$ cat src/rtl/r_trace_pkg.sv
// Shared constants and entry packing for the R-type result tracer.
package r_trace_pkg;

  // Entry field layout: {seq, of, zf, F}
  localparam int F_LSB   = 0;
  localparam int ZF_BIT  = 32;
  localparam int OF_BIT  = 33;
  localparam int SEQ_LSB = 34;

  // Default configuration
  localparam int DEF_DEPTH  = 8;
  localparam int DEF_SEQ_W  = 8;
  localparam int DEF_DROP_W = 16;

  // Widest sequence number the packing helper supports
  localparam int MAX_SEQ_W = 32;

  // Build a full-width entry; callers truncate to SEQ_W+34 bits.
  function automatic logic [MAX_SEQ_W+33:0] pack_entry(
    input logic [MAX_SEQ_W-1:0] seq,
    input logic                 of_b,
    input logic                 zf_b,
    input logic [31:0]          f
  );
    logic [MAX_SEQ_W+33:0] e;
    e                       = '0;
    e[F_LSB +: 32]          = f;
    e[ZF_BIT]               = zf_b;
    e[OF_BIT]               = of_b;
    e[SEQ_LSB +: MAX_SEQ_W] = seq;
    return e;
  endfunction

endpackage

$ cat src/rtl/r_trace_fifo.sv
// First-word-fall-through FIFO with flop storage and registered head/valid.
// The head register is loaded with the entry that will be at the front
// after each edge, so a push into an empty FIFO is visible one cycle later.
module r_trace_fifo #(
  parameter  int W     = 42,
  parameter  int DEPTH = 8,
  localparam int AW    = $clog2(DEPTH),
  localparam int LW    = AW + 1
) (
  input  logic          clk,
  input  logic          rst_n,
  input  logic          wr_en_i,
  input  logic [W-1:0]  wr_data_i,
  output logic          full_o,
  input  logic          rd_en_i,
  output logic [W-1:0]  rd_data_o,
  output logic          empty_o,
  output logic [LW-1:0] level_o
);

  logic [W-1:0]  mem_q [DEPTH];
  logic [AW-1:0] wr_ptr_q, wr_ptr_d;
  logic [AW-1:0] rd_ptr_q, rd_ptr_d;
  logic [LW-1:0] level_q, level_d;
  logic [W-1:0]  head_q, head_d;
  logic          valid_q, valid_d;
  logic          full_s;
  logic          rd_ok_s;
  logic          wr_ok_s;

  assign full_s  = (level_q == LW'(DEPTH));
  // A read is only honoured when something is there; no underflow.
  assign rd_ok_s = rd_en_i & valid_q;
  // When full, a write only fits if the head leaves in the same cycle.
  assign wr_ok_s = wr_en_i & (~full_s | rd_ok_s);

  // Next pointers, occupancy and the entry that becomes the head.
  always_comb begin
    wr_ptr_d = wr_ptr_q;
    rd_ptr_d = rd_ptr_q;
    level_d  = level_q;
    head_d   = '0;
    if (wr_ok_s) begin
      wr_ptr_d = wr_ptr_q + AW'(1);
    end else begin
      wr_ptr_d = wr_ptr_q;
    end
    if (rd_ok_s) begin
      rd_ptr_d = rd_ptr_q + AW'(1);
    end else begin
      rd_ptr_d = rd_ptr_q;
    end
    case ({wr_ok_s, rd_ok_s})
      2'b10:   level_d = level_q + LW'(1);
      2'b01:   level_d = level_q - LW'(1);
      default: level_d = level_q;
    endcase
    // The slot being written becomes the head only when it is the next
    // read location (empty FIFO, or the last entry is popped).
    if (wr_ok_s && (wr_ptr_q == rd_ptr_d)) begin
      head_d = wr_data_i;
    end else begin
      head_d = mem_q[rd_ptr_d];
    end
    valid_d = (level_d != '0);
  end

  // Storage array; cleared on reset so the head reads zero afterwards.
  always_ff @(posedge clk or negedge rst_n) begin
    if (!rst_n) begin
      for (int i = 0; i < DEPTH; i++) begin
        mem_q[i] <= '0;
      end
    end else if (wr_ok_s) begin
      mem_q[wr_ptr_q] <= wr_data_i;
    end
  end

  // Pointers, level and registered head/valid.
  always_ff @(posedge clk or negedge rst_n) begin
    if (!rst_n) begin
      wr_ptr_q <= '0;
      rd_ptr_q <= '0;
      level_q  <= '0;
      head_q   <= '0;
      valid_q  <= 1'b0;
    end else begin
      wr_ptr_q <= wr_ptr_d;
      rd_ptr_q <= rd_ptr_d;
      level_q  <= level_d;
      head_q   <= head_d;
      valid_q  <= valid_d;
    end
  end

  assign full_o    = full_s;
  assign empty_o   = ~valid_q;
  assign rd_data_o = head_q;
  assign level_o   = level_q;

endmodule

$ cat src/rtl/r_result_tracer.sv
// Result tracer: tags each retired R-type result with a sequence number,
// buffers it, and drains it over valid/ready. Never back-pressures the
// core; entries arriving while full are dropped and counted.
module r_result_tracer
  import r_trace_pkg::*;
#(
  parameter  int DEPTH  = DEF_DEPTH,
  parameter  int SEQ_W  = DEF_SEQ_W,
  parameter  int DROP_W = DEF_DROP_W,
  localparam int LW     = $clog2(DEPTH) + 1,
  localparam int EW     = SEQ_W + 34
) (
  input  logic              clk,
  input  logic              rst,
  input  logic              cap_en,
  input  logic              res_valid,
  input  logic [31:0]       res_F,
  input  logic              res_zf,
  input  logic              res_of,
  output logic              out_valid,
  input  logic              out_ready,
  output logic [EW-1:0]     out_data,
  output logic [LW-1:0]     level,
  output logic [DROP_W-1:0] drop_cnt,
  output logic              of_seen
);

  logic [SEQ_W-1:0]  seq_q, seq_d;
  logic [DROP_W-1:0] drop_q, drop_d;
  logic              of_seen_q, of_seen_d;
  logic              push_att_s;
  logic              pop_s;
  logic              drop_s;
  logic              fifo_full_s;
  logic              fifo_empty_s;
  logic [EW-1:0]     entry_s;
  logic [EW-1:0]     head_s;
  logic [LW-1:0]     level_s;

  assign push_att_s = cap_en & res_valid;
  assign pop_s      = out_ready & ~fifo_empty_s;
  // Full with a simultaneous pop still accepts, so only this case drops.
  assign drop_s     = push_att_s & fifo_full_s & ~pop_s;
  assign entry_s    = EW'(pack_entry(MAX_SEQ_W'(seq_q), res_of, res_zf, res_F));

  r_trace_fifo #(
    .W     (EW),
    .DEPTH (DEPTH)
  ) u_fifo (
    .clk       (clk),
    .rst_n     (rst),
    .wr_en_i   (push_att_s),
    .wr_data_i (entry_s),
    .full_o    (fifo_full_s),
    .rd_en_i   (pop_s),
    .rd_data_o (head_s),
    .empty_o   (fifo_empty_s),
    .level_o   (level_s)
  );

  // Sequence, saturating drop count and sticky overflow next-state.
  always_comb begin
    seq_d     = seq_q;
    drop_d    = drop_q;
    of_seen_d = of_seen_q;
    // seq advances on every attempt so gaps reveal drops.
    if (push_att_s) begin
      seq_d = seq_q + SEQ_W'(1);
    end else begin
      seq_d = seq_q;
    end
    if (drop_s && (drop_q != {DROP_W{1'b1}})) begin
      drop_d = drop_q + DROP_W'(1);
    end else begin
      drop_d = drop_q;
    end
    if (push_att_s && res_of) begin
      of_seen_d = 1'b1;
    end else begin
      of_seen_d = of_seen_q;
    end
  end

  // Tracer bookkeeping registers.
  always_ff @(posedge clk or negedge rst) begin
    if (!rst) begin
      seq_q     <= '0;
      drop_q    <= '0;
      of_seen_q <= 1'b0;
    end else begin
      seq_q     <= seq_d;
      drop_q    <= drop_d;
      of_seen_q <= of_seen_d;
    end
  end

  assign out_valid = ~fifo_empty_s;
  assign out_data  = head_s;
  assign level     = level_s;
  assign drop_cnt  = drop_q;
  assign of_seen   = of_seen_q;

endmodule
$ cat config.mk
export PLATFORM = sky130hd
export DESIGN_NAME = r_result_tracer
export DESIGN_NICKNAME = d
export VERILOG_FILES = /design/src/rtl/r_trace_pkg.sv /design/src/rtl/r_trace_fifo.sv /design/src/rtl/r_result_tracer.sv
export SDC_FILE = /design/constraint.sdc
export NUM_CORES = 1
export LEC_CHECK = 0
export CAP_MARGIN = 20
export CORE_ASPECT_RATIO = 2
export CORE_MARGIN = 2
export CORE_UTILIZATION = 45
export DETAILED_ROUTE_END_ITERATION = 8
export PLACE_DENSITY_LB_ADDON = 0.1
export SYNTH_ARGS = -nofsm -noshare
export SYNTH_HDL_FRONTEND = slang
export SYNTH_HIERARCHICAL = 1
export SYNTH_SLANG_ARGS = --single-unit
$ cat constraint.sdc
create_clock -name clk -period 3.55 [get_ports clk]
set_clock_uncertainty 0.2 [all_clocks]
set_input_delay 0.71 -clock clk [delete_from_list [all_inputs] [get_ports clk]]
set_output_delay 0.71 -clock clk [all_outputs]
set_load 0.01 [all_outputs]
==> key figures <==
Outcome
  – Status: completed

Drt
  – DR vias/cell: 5.66
  – WL final: 44900 um
  – Vias after detailed routing: 11800
  – 1st-iter DRT viols: 510
  – Routed Antenna Nets: 0
  – Drt wl/cell: 21.5 um
  – Post-route DRC: 0
  – DRT Pass-1 Iters: 5

Synthesis
  – Top cells by area, synth: dfrtp_1 55%, mux2_1 13%, mux2_2 7.6%, a32o_1 4.6%, mux2i_1 4.6%
  – Main flop type after synthesis: dfrtp_1
  – Count leader, synth: dfrtp_1
  – Synth Net Count: 1463
  – Most frequent cells after synthesis: 414 x dfrtp_1, 220 x nand2_1, 213 x mux2_1
  – Synthesized area per cell: 13.3 um^2
  – Seq/Total Area, Yosys: 55.1%
  – Cells after Synth: 1417
  – Synth Register Bits: 414
  – Post-synth EDFFs: 0
  – Synth top area share: 55.1%
  – Warnings from Yosys: 6
  – Asr flop ratio synth: 100%
  – Cell taking the most area after synthesis: dfrtp_1
  – Netlist cell types: 56
  – Mapped Area: 0.0188 mm^2

Die
  – Row Count: 105
  – Ports: 103
  – Die area: 0.0435 mm^2
  – Die height: 293 um
  – Core region area: 0.0411 mm^2
  – Die Span X: 148 um
  – Initial Util: 45.7%

Pwr
  – Worst VDD drop: 831 uV
  – Lkg Pwr: 9.71 nW
  – PwrDens: 1010 mW/mm^2

Clocking
  – Clk sinks: 414
  – Setup bufs post-CTS: 0
  – Htree depth: 2
  – Total CTS buffers: 40
  – Clk Latency, worst-skew pair: 0.55 ns
  – Clk root buf: clkbuf_16
  – CTS max path bufs: 3
  – Reg clk slew, reported paths: 0.06 ns
  – CTS tree: done

Timing
  – Final hold slack: 0.268 ns
  – RSZ-0062 raised after global routing: no
  – Final setup viols: 0
  – Final TNS setup: 0 ns
  – Rel. slew slack: 48.9%
  – Fmax: 342 MHz
  – Minimum clock period: 2.92 ns
  – Fin crit share: 82.3%
  – Final hold violation count: 0
  – Max-slew violation count: 0
  – Worst-Margin Slew: 0.766 ns

Finish
  – Layout area overhead: 17.0%
  – Fin nets: 1565
  – Core Util, Final: 53.5%
  – Fillers: 3509
  – Final instance area: 0.0220 mm^2
  – Antenna Cells: 0
  – Share of layout cells above drive strength 1: 17.5%

Global routing
  – GR Overflow Total: 0
  – Total track usage: 21.4%
  – First-pass GRT wire length: 72900 um
  – Antenna violations before repair: 0
  – Pin count of the biggest net entering global routing: 94
  – Vias in the first global route: 12900

Placed design
  – Final Wtd Congestion: 0.727
  – Hpwl dp: 26800 um
  – Input/output buffers: 102
  – Placed cell areas: 0.0207 mm^2

Setup path
  – CP startpoint kind: flip-flop
  – Setup CP Type: reg -> reg
  – Worst setup EP type: flip-flop
  – Arrival time worst endpoint: 3.14 ns
  – Critical path startpoint: u_fifo/level_o[0]
  – Critical R2R Launch: u_fifo/level_o[0]
  – Max FO, Critical Path: 20
  – Critical Path RT: 3.77 ns

Min path
  – HP Start: of_seen
  – Worst Hold Class: reg -> reg

Run
  – Max-Cap Viols: 0
worst paths after layout:
kind / to / slack, ns / depth (start not counted)
worst max-delay path: u_fifo/mem_q[31] / 0.63 / 7
worst min-delay path: of_seen / 0.27 / 1
worst max register to register: u_fifo/mem_q[31] / 0.63 / 7
worst min register to register: of_seen / 0.27 / 1
max in group asynchronous: u_fifo/mem_q[119] / 1.76 / 3
min in group asynchronous: u_fifo/mem_q[100] / 0.46 / 2
state kept, by name, indices dropped and copies added, names as in the netlist:
register / cells
u_fifo/mem_q: 336
u_fifo/rd_data_o: 42
drop_cnt: 16
seq_q: 8
u_fifo/level_o: 4
u_fifo/rd_ptr_q: 3
u_fifo/wr_ptr_q: 3
of_seen: 1
u_fifo/valid_q: 1
final cells by class:
class / instances / area (um^2) / area share, %
clock inverters: 11 / 96.3 / 0.438
inverters: 14 / 52.6 / 0.239
multi-input cells: 895 / 7870 / 35.8
repair buffers: 154 / 1740 / 7.93
well taps: 535 / 669 / 3.04
clock buffers: 61 / 1200 / 5.47
flip-flops and latches: 414 / 10400 / 47.1
routing by layer:
metal  vias up  track usage [%]  share of wire [%]
li1       5332                -                  -
met3        84             2.76                3.6
met4         0             7.06                2.9
met2       232             38.3                 52
met1      6154             26.5                 41
met5         -                0                  0
metrics by stage:
step	setup WS, ns	instances	total power [mW]
floorplan	0.374	1417	14.5
global placement	0.128	2011	17.9
detailed placement	0.129	2011	18.1
CTS	0.591	2084	22.5
global route	0.489	2084	23.6
finish	0.629	2084	22.2
critical path, stage by stage (launching register included):
cell and delay, ns:
dfrtp_1 0.43, or4b_1 0.62, inv_2 0.18, nand2_1 0.11, and2_1 0.29, nand4_4 0.17
buf_4 0.39, mux2_1 0.37
what timing repair did:
action,CTS,global route
hold endpoints to repair,41,0
hold buffers,1,0
gates resized for setup,0,0
cells by family (layout without fill, tap and decap cells):
kind of cell	after synthesis	in the layout	synth area share, %
AO/OA/AOI/OAI	147	147	7.03
XOR/XNOR	28	28	1.55
adder cells (fa/ha/maj)	7	7	0.506
buffers and inverters	108	240	3.33
flip-flops	414	414	55.1
multiplexers	427	427	25.0
AND/OR/NAND/NOR	286	286	7.40
where the power goes:
group / internal (mW) / switching [mW] / leakage [nW] / total (mW)
clock: 2.42 / 1.82 / 0.637 / 4.23
combinational: 4.84 / 5.05 / 3.92 / 9.89
sequential: 6.86 / 1.19 / 5.16 / 8.05
total: 14.1 / 8.05 / 9.71 / 22.2
cells in the final DEF, fill, tap and decap left out, drive strengths merged, types with 2 or more instances in the layout:
cell,instances
xor2,12
nand4,11
nor2,7
inv,13
clkdlybuf4s50,101
nand2,220
dfrtp,414
and3,5
nand3,8
or3,5
mux2,341
a21o,2
o21ai,4
o31ai,44
a21oi,4
buf,52
ha,6
and4,3
xnor2,14
nor4,6
mux2i,86
and2,3
clkinv,9
nor3,9
clkinvlp,2
nand2b,3
xnor3,2
a32o,87
clkbuf,61
nor4b,2
(Power assumes the default switching activity.)
